### src/rtl/axi_lite_reg_top.sv
// AXI4-Lite slave exposing CTRL (R/W, 2 bits), STATUS (RO) and ERR (RO) word registers.
// CTRL drives the core's start/irq levels; STATUS/ERR are sampled at read acceptance.
module axi_lite_reg_top #(
    parameter int unsigned ADDR_WIDTH = 4
) (
    input  logic                  clk,
    input  logic                  rst_n,
    input  logic [ADDR_WIDTH-1:0] awaddr,
    input  logic                  awvalid,
    output logic                  awready,
    input  logic [31:0]           wdata,
    input  logic [3:0]            wstrb,
    input  logic                  wvalid,
    output logic                  wready,
    output logic [1:0]            bresp,
    output logic                  bvalid,
    input  logic                  bready,
    input  logic [ADDR_WIDTH-1:0] araddr,
    input  logic                  arvalid,
    output logic                  arready,
    output logic [31:0]           rdata,
    output logic [1:0]            rresp,
    output logic                  rvalid,
    input  logic                  rready,
    output logic                  start,
    output logic                  irq,
    input  logic [1:0]            status,
    input  logic [1:0]            err_code
);
    localparam int unsigned DATA_W = 32;
    localparam logic [1:0] RESP_OKAY   = 2'b00;
    localparam logic [1:0] RESP_DECERR = 2'b11;

    localparam logic [ADDR_WIDTH-1:0] ADDR_CTRL   = ADDR_WIDTH'(4'h0);
    localparam logic [ADDR_WIDTH-1:0] ADDR_STATUS = ADDR_WIDTH'(4'h4);
    localparam logic [ADDR_WIDTH-1:0] ADDR_ERR    = ADDR_WIDTH'(4'h8);

    localparam logic [0:0] W_IDLE = 1'b0;
    localparam logic [0:0] W_RESP = 1'b1;
    localparam logic [0:0] R_IDLE = 1'b0;
    localparam logic [0:0] R_DATA = 1'b1;

    logic [0:0]        w_state_q, w_state_d;
    logic [0:0]        r_state_q, r_state_d;
    logic [1:0]        ctrl_q, ctrl_d;
    logic              aw_rdy_q, aw_rdy_d;
    logic              bvalid_q, bvalid_d;
    logic [1:0]        bresp_q, bresp_d;
    logic              ar_rdy_q, ar_rdy_d;
    logic              rvalid_q, rvalid_d;
    logic [1:0]        rresp_q, rresp_d;
    logic [DATA_W-1:0] rdata_q, rdata_d;

    logic              wr_en;
    logic              rd_en;
    logic              wr_mapped_c;
    logic [DATA_W-1:0] rd_data_c;
    logic [1:0]        rd_resp_c;
    logic              unused_c;

    assign wr_en = awvalid & aw_rdy_q & wvalid & aw_rdy_q;
    assign rd_en = arvalid & ar_rdy_q;

    // Only the low CTRL byte lane carries stored bits.
    assign unused_c = ^{wdata[DATA_W-1:2], wstrb[3:1]};

    assign wr_mapped_c = (awaddr == ADDR_CTRL) || (awaddr == ADDR_STATUS) || (awaddr == ADDR_ERR);

    // Read decode; reads CTRL before any same-cycle write lands.
    always_comb begin
        rd_data_c = '0;
        rd_resp_c = RESP_OKAY;
        if (araddr == ADDR_CTRL) begin
            rd_data_c = DATA_W'(ctrl_q);
        end else if (araddr == ADDR_STATUS) begin
            rd_data_c = DATA_W'(status);
        end else if (araddr == ADDR_ERR) begin
            rd_data_c = DATA_W'(err_code);
        end else begin
            rd_resp_c = RESP_DECERR;
        end
    end

    // Write channel next-state.
    always_comb begin
        w_state_d = w_state_q;
        ctrl_d    = ctrl_q;
        aw_rdy_d  = aw_rdy_q;
        bvalid_d  = bvalid_q;
        bresp_d   = bresp_q;
        if (w_state_q == W_IDLE) begin
            if (wr_en) begin
                w_state_d = W_RESP;
                aw_rdy_d  = 1'b0;
                bvalid_d  = 1'b1;
                bresp_d   = wr_mapped_c ? RESP_OKAY : RESP_DECERR;
                if ((awaddr == ADDR_CTRL) && wstrb[0]) begin
                    ctrl_d = wdata[1:0];
                end
            end
        end else begin
            if (bvalid_q && bready) begin
                w_state_d = W_IDLE;
                aw_rdy_d  = 1'b1;
                bvalid_d  = 1'b0;
                bresp_d   = RESP_OKAY;
            end
        end
    end

    // Read channel next-state.
    always_comb begin
        r_state_d = r_state_q;
        ar_rdy_d  = ar_rdy_q;
        rvalid_d  = rvalid_q;
        rresp_d   = rresp_q;
        rdata_d   = rdata_q;
        if (r_state_q == R_IDLE) begin
            if (rd_en) begin
                r_state_d = R_DATA;
                ar_rdy_d  = 1'b0;
                rvalid_d  = 1'b1;
                rresp_d   = rd_resp_c;
                rdata_d   = rd_data_c;
            end
        end else begin
            if (rvalid_q && rready) begin
                r_state_d = R_IDLE;
                ar_rdy_d  = 1'b1;
                rvalid_d  = 1'b0;
                rresp_d   = RESP_OKAY;
            end
        end
    end

    always_ff @(posedge clk or negedge rst_n) begin
        if (!rst_n) begin
            w_state_q <= W_IDLE;
            ctrl_q    <= '0;
            aw_rdy_q  <= 1'b1;
            bvalid_q  <= 1'b0;
            bresp_q   <= RESP_OKAY;
            r_state_q <= R_IDLE;
            ar_rdy_q  <= 1'b1;
            rvalid_q  <= 1'b0;
            rresp_q   <= RESP_OKAY;
            rdata_q   <= '0;
        end else begin
            w_state_q <= w_state_d;
            ctrl_q    <= ctrl_d;
            aw_rdy_q  <= aw_rdy_d;
            bvalid_q  <= bvalid_d;
            bresp_q   <= bresp_d;
            r_state_q <= r_state_d;
            ar_rdy_q  <= ar_rdy_d;
            rvalid_q  <= rvalid_d;
            rresp_q   <= rresp_d;
            rdata_q   <= rdata_d;
        end
    end

    assign awready = aw_rdy_q;
    assign wready  = aw_rdy_q;
    assign bvalid  = bvalid_q;
    assign bresp   = bresp_q;
    assign arready = ar_rdy_q;
    assign rvalid  = rvalid_q;
    assign rresp   = rresp_q;
    assign rdata   = rdata_q;
    assign start   = ctrl_q[0];
    assign irq     = ctrl_q[1];
endmodule

### config.mk
export PLATFORM = sky130hd
export DESIGN_NAME = axi_lite_reg_top
export DESIGN_NICKNAME = d
export VERILOG_FILES = /design/src/rtl/axi_lite_reg_top.sv
export SDC_FILE = /design/constraint.sdc
export NUM_CORES = 1
export LEC_CHECK = 0
export ABC_AREA = 1
export BUFFER_PORTS_ARGS = -buffer_cell sky130_fd_sc_hd__buf_2
export CELL_PAD_IN_SITES_DETAIL_PLACEMENT = 0
export CELL_PAD_IN_SITES_GLOBAL_PLACEMENT = 1
export CORE_MARGIN = 3
export CORE_UTILIZATION = 20
export CTS_CLUSTER_SIZE = 30
export DETAILED_ROUTE_END_ITERATION = 7
export HOLD_SLACK_MARGIN = 0.05
export PLACE_DENSITY = 0.82
export SYNTH_ARGS = -nofsm -noshare
export SYNTH_HDL_FRONTEND = slang
export SYNTH_SLANG_ARGS = --single-unit
### constraint.sdc
create_clock -name clk -period 1.21 [get_ports clk]
set_input_delay 0 -clock clk [delete_from_list [all_inputs] [get_ports clk]]
set_output_delay 0 -clock clk [all_outputs]
set_load 0.01 [all_outputs]
---- Yosys cells after proc, flatten, opt, wreduce, memory -nomap -nowiden ----
Cells that the tools add are included.
word-level totals
  register bits after elaboration ......... 44
  input port bits ......................... 55
  output and inout bits ................... 43
  word-level logic and storage cells ...... 66
operators by class
  equality and inequality tests ........... 6
  multiplexer cells ....................... 31
  bitwise operators ....................... 6
  reduce and logical (&&, ||, !) cells .... 13
operators by type and width
  operator              count
  $mux W2               13
  $mux W1               18
  $eq A4 B3 Y1 const B  2
  $eq A4 B4 Y1 const B  2
  $logic_not A4 Y1      2
  $reduce_and A2 Y1     3
  $and A1 B1 Y1         4
  $ne A2 B1 Y1 const B  2
  $reduce_bool A2 Y1    2
  $logic_and A1 B1 Y1   3
  $reduce_and A3 Y1     1
  $logic_or A1 B1 Y1    2
  $not A1 Y1            2

---- Longest topological paths before layout ----
  depth after elaboration ................. 6
  gate-level depth with buffers ........... 6
  depth with buffers taken out ............ 6

---- Least setup slack after synthesis ----
OpenSTA, ideal clock, no wires.
  path type ............................... register to register
  from .................................... reg aw_rdy_q, in the netlist awready
  to ...................................... reg ctrl_q[0]
  library setup time ...................... 0.117 ns
  arrival ................................. 0.966 ns
  data required time ...................... 1.093 ns
  path slack .............................. 0.127 ns
  stages on the path, launching flop included .. 6
  path buffers ............................ 0
  clock period less this slack ............ 1.083 ns
  path through ............................ dfstp_2 -> nand3_1 -> nor2_4 -> nand2_1 -> nand2_1 -> nand2_1
between the ends
  word-level cells in the longest chain between the ends .. 4
RTL lines
  what                           RTL line  source
  start, declared                46        logic aw_rdy_q, aw_rdy_d;
  start signal, assigned         151       aw_rdy_q <= aw_rdy_d;
  $and A1 B1 Y1 (2 in a row)     61        assign wr_en = awvalid & aw_rdy_q & wvalid & aw_rdy_q;
  $and A1 B1 Y1 *                61
  $reduce_and A3 Y1 (no line) *  --
  end signal, assigned           150       ctrl_q <= ctrl_d;
  end, declared                  45        logic [1:0] ctrl_q, ctrl_d;
Every way passes the cells marked *; elsewhere a longest branch is shown, timed or not.
A chain may end at the register's enable or synchronous reset.

---- Worst setup path after layout ----
Same ends and word-level chain as after synthesis.

==> impl_results.md <==
* Tmin final at between 1 and 1.5 ns
* Worst R2R Start: awready$_DFFE_PN1P_
* Routed len/inst at 8.17 um
* Mapped Area at 865 um2
* H-tree depth at 1
* Fillcell total at 469
* F_max at 919 MHz
* Nets@finish at 210
* FF+latch area at 303 um2
* Pint at roughly 0.73 mW
* Share of post-route cells with drive strength above 1 at 0.331
* Total power per unit cell area at 897 mW/mm2
* Num ports at 98
* Worst-path fanout max at 5
* Seq/Total Area, Yosys at 0.350
* Cells along the critical path: nand3_1 > nor2_4 > nand2_1 > nand2_1 > nand2_1
* RSZ-0062 raised after global routing: no
* Netlist cell types at 15
* Largest stage delay, worst path at 0.53 ns
* Port bufs at 34
* Placed instance count at between 150 and 200
* Post-Route Setup TNS at 0 ns
* CTS resizes at 0
* Initial antenna violation count at 0
* Clk sinks at 12
* Final Skew at 0.000425 ns
* Most frequent cells in the layout: buf_2, nand2_1, conb_1
* Worst VDD drop at 0.323 mV
* # DRC at 0
* Final core occ at 0.262
* CP Capture Type: flip-flop
* CP dominant cell by count: nand2_1
* 1st-iter DRT viols at 7
* Synth Register Bits at 12
* WL final at roughly 1700 um
* CP startpoint: awready$_DFFE_PN1P_
* Final Cycle Share at 0.899
* GRT overflow at 0
* CTS tree: yes
* Total track usage at 0.0636
* Placer Congestion at 0.772
* Via count at 734
* Hold path start: araddr[2]
* Hold Path Class: input pin to flip-flop
* Vias in the first global route at 641
* Multi-input combinational cell area at 374 um2
* First-pass GRT wire length at 2580 um
* Met1 WL at 673 um
* Outcome: finished, final reports clean
* Row count at 23
* Setup bufs post-CTS at 0
* Root Buffer: clkbuf_8
* Die Ht at between 70 and 80 um
* Largest net degree at the start of global routing at 13
* DIE AREA at 0.00515 mm2
* Combinational share of power at 0.132
* Synth warn at 0
* Kind of critical path: flip-flop to flip-flop
* Initial core utilization at 0.212
* Met3 Wirelength at 166 um
* Endpoints failing setup at 0
* Sw Ratio at 0.237
* Detailed Routing Iterations Pass 1 at 2
* Sequential power share at 0.418
* CTS buffer count at 3
* Final non-filler cell total at 204
* Area added between synthesis and finish at 23.9%
* Core area at 0.00409 mm2
* Lkg Pwr at 0.647 nW
* DRT antenna net count at 0
* Data arrival, critical path at 1.22 ns
* Max Used Layer: met4
* Clk_lat worst skew at approximately 0.24 ns
* CP required at 1.34 ns
* NetSw at 0.228 mW
* Met2 Routed Length at 797 um
* Clock network power share at 0.450
* Leading cell type in the layout, fill and taps excluded: buf_2
* Final hold violations at 0
* Worst-path clk slew at about 0.05 ns
* Dpl hpwl at 1430 um
* Worst path slowest cell: dfstp_2
* Fin. max-slew vios at 0
* Die X at 71.8 um
* CTS max path bufs at 2
* CP startpoint kind: flip-flop
* Via/cell ratio at approximately 3.6
* Mapped Avg Cell Area at 7.58 um2
* Syn Inst Count at 114
* Diode count at 0
* Maxcap violations at 0
path summary, 6_finish.rpt:
check	endpoint	slack, ns	cells after the start
setup reg to reg	ctrl_q[0]$_DFFE_PN0P_	0.12	5
hold reg to reg	rdata[1]$_DFFE_PN0P_	0.48	2
max in group asynchronous	arready$_DFFE_PN1P_	0.77	2
min in group asynchronous	r_state_q$_DFF_PN0_	0.17	2
setup / recovery	ctrl_q[0]$_DFFE_PN0P_	0.12	5
hold / removal	rresp[0]$_DFFE_PN0P_	0.05	3
through the flow:
stage | area (um2) | power [mW] | setup WS, ns | hold WS, ns
final | 1070 | 0.961 | 0.122 | 0.0547
after global routing | 1070 | 1.01 | 0.0113 | 0.0971
after CTS | 1070 | 0.973 | 0.106 | 0.0540
after detailed placement | 966 | 0.522 | 0.112 | -0.107
after global placement | 966 | 0.522 | 0.117 | -0.105
after floorplan | 973 | 0.544 | 0.127 | -0.296
cell type report:
| cell class | instances | area share |
|---|---|---|
| multi-input cells | 85 | 0.349 |
| clock buffers | 4 | 0.0514 |
| well taps | 50 | 0.0584 |
| flip-flops and latches | 12 | 0.283 |
| repair buffers | 40 | 0.213 |
| inverters | 13 | 0.0456 |
flip-flops by register name, indices dropped and copies added, names as in the netlist:
register,flops
rvalid,1
bresp,1
w_state_q,1
rdata,2
bvalid,1
arready,1
ctrl_q,2
rresp,1
r_state_q,1
awready,1
routing by layer:
layer	up-vias	global-route usage
met3	2	0.0168
met4	0	0.0438
met2	36	0.0990
met5	-	0
met1	324	0.0760
li1	372	-
synth_stat cells:
master   instances  area [um2]
inv_1            9        33.8
nand4_1          2        12.5
nor3_1           1        5.00
nand3_1         13        65.1
nand3_2          1        10.0
nor2_2           3        18.8
buf_4           33         248
dfrtp_1         10         250
o21ai_1          1        5.00
inv_2            4        15.0
nor2_4           2        22.5
dfstp_2          2        52.6
nand2_1         30         113
o21ai_0          2        10.0
conb_1           1        3.75
critical path: cells and delay by family (launching register included):
kind / cells / cell delay (ns)
flops: 1 / 0.53
simple gates: 5 / 0.45
repair_timing:
action | 4_1_cts | 5_1_grt
setup endpoints to repair | 0 | 0
hold buffers | 5 | 0
hold endpoints to repair | 17 | 0
logic make-up (layout without fill, tap and decap cells):
family,Yosys count,count (layout),share of synthesized area
AO/OA/AOI/OAI,3,3,0.0174
other,1,30,0.00434
buffers and inverters,46,57,0.343
flip-flops,12,12,0.350
AND/OR/NAND/NOR,52,52,0.285
power by group through the flow:
stage | combinational, mW | sequential (mW) | clock, mW
finish | 0.127 | 0.402 | 0.432
global route | 0.143 | 0.402 | 0.464
CTS | 0.126 | 0.402 | 0.445
detailed placement | 0.113 | 0.409 | 0
global placement | 0.113 | 0.409 | 0
floorplan | 0.135 | 0.409 | 0
(Power assumes the default switching activity.)
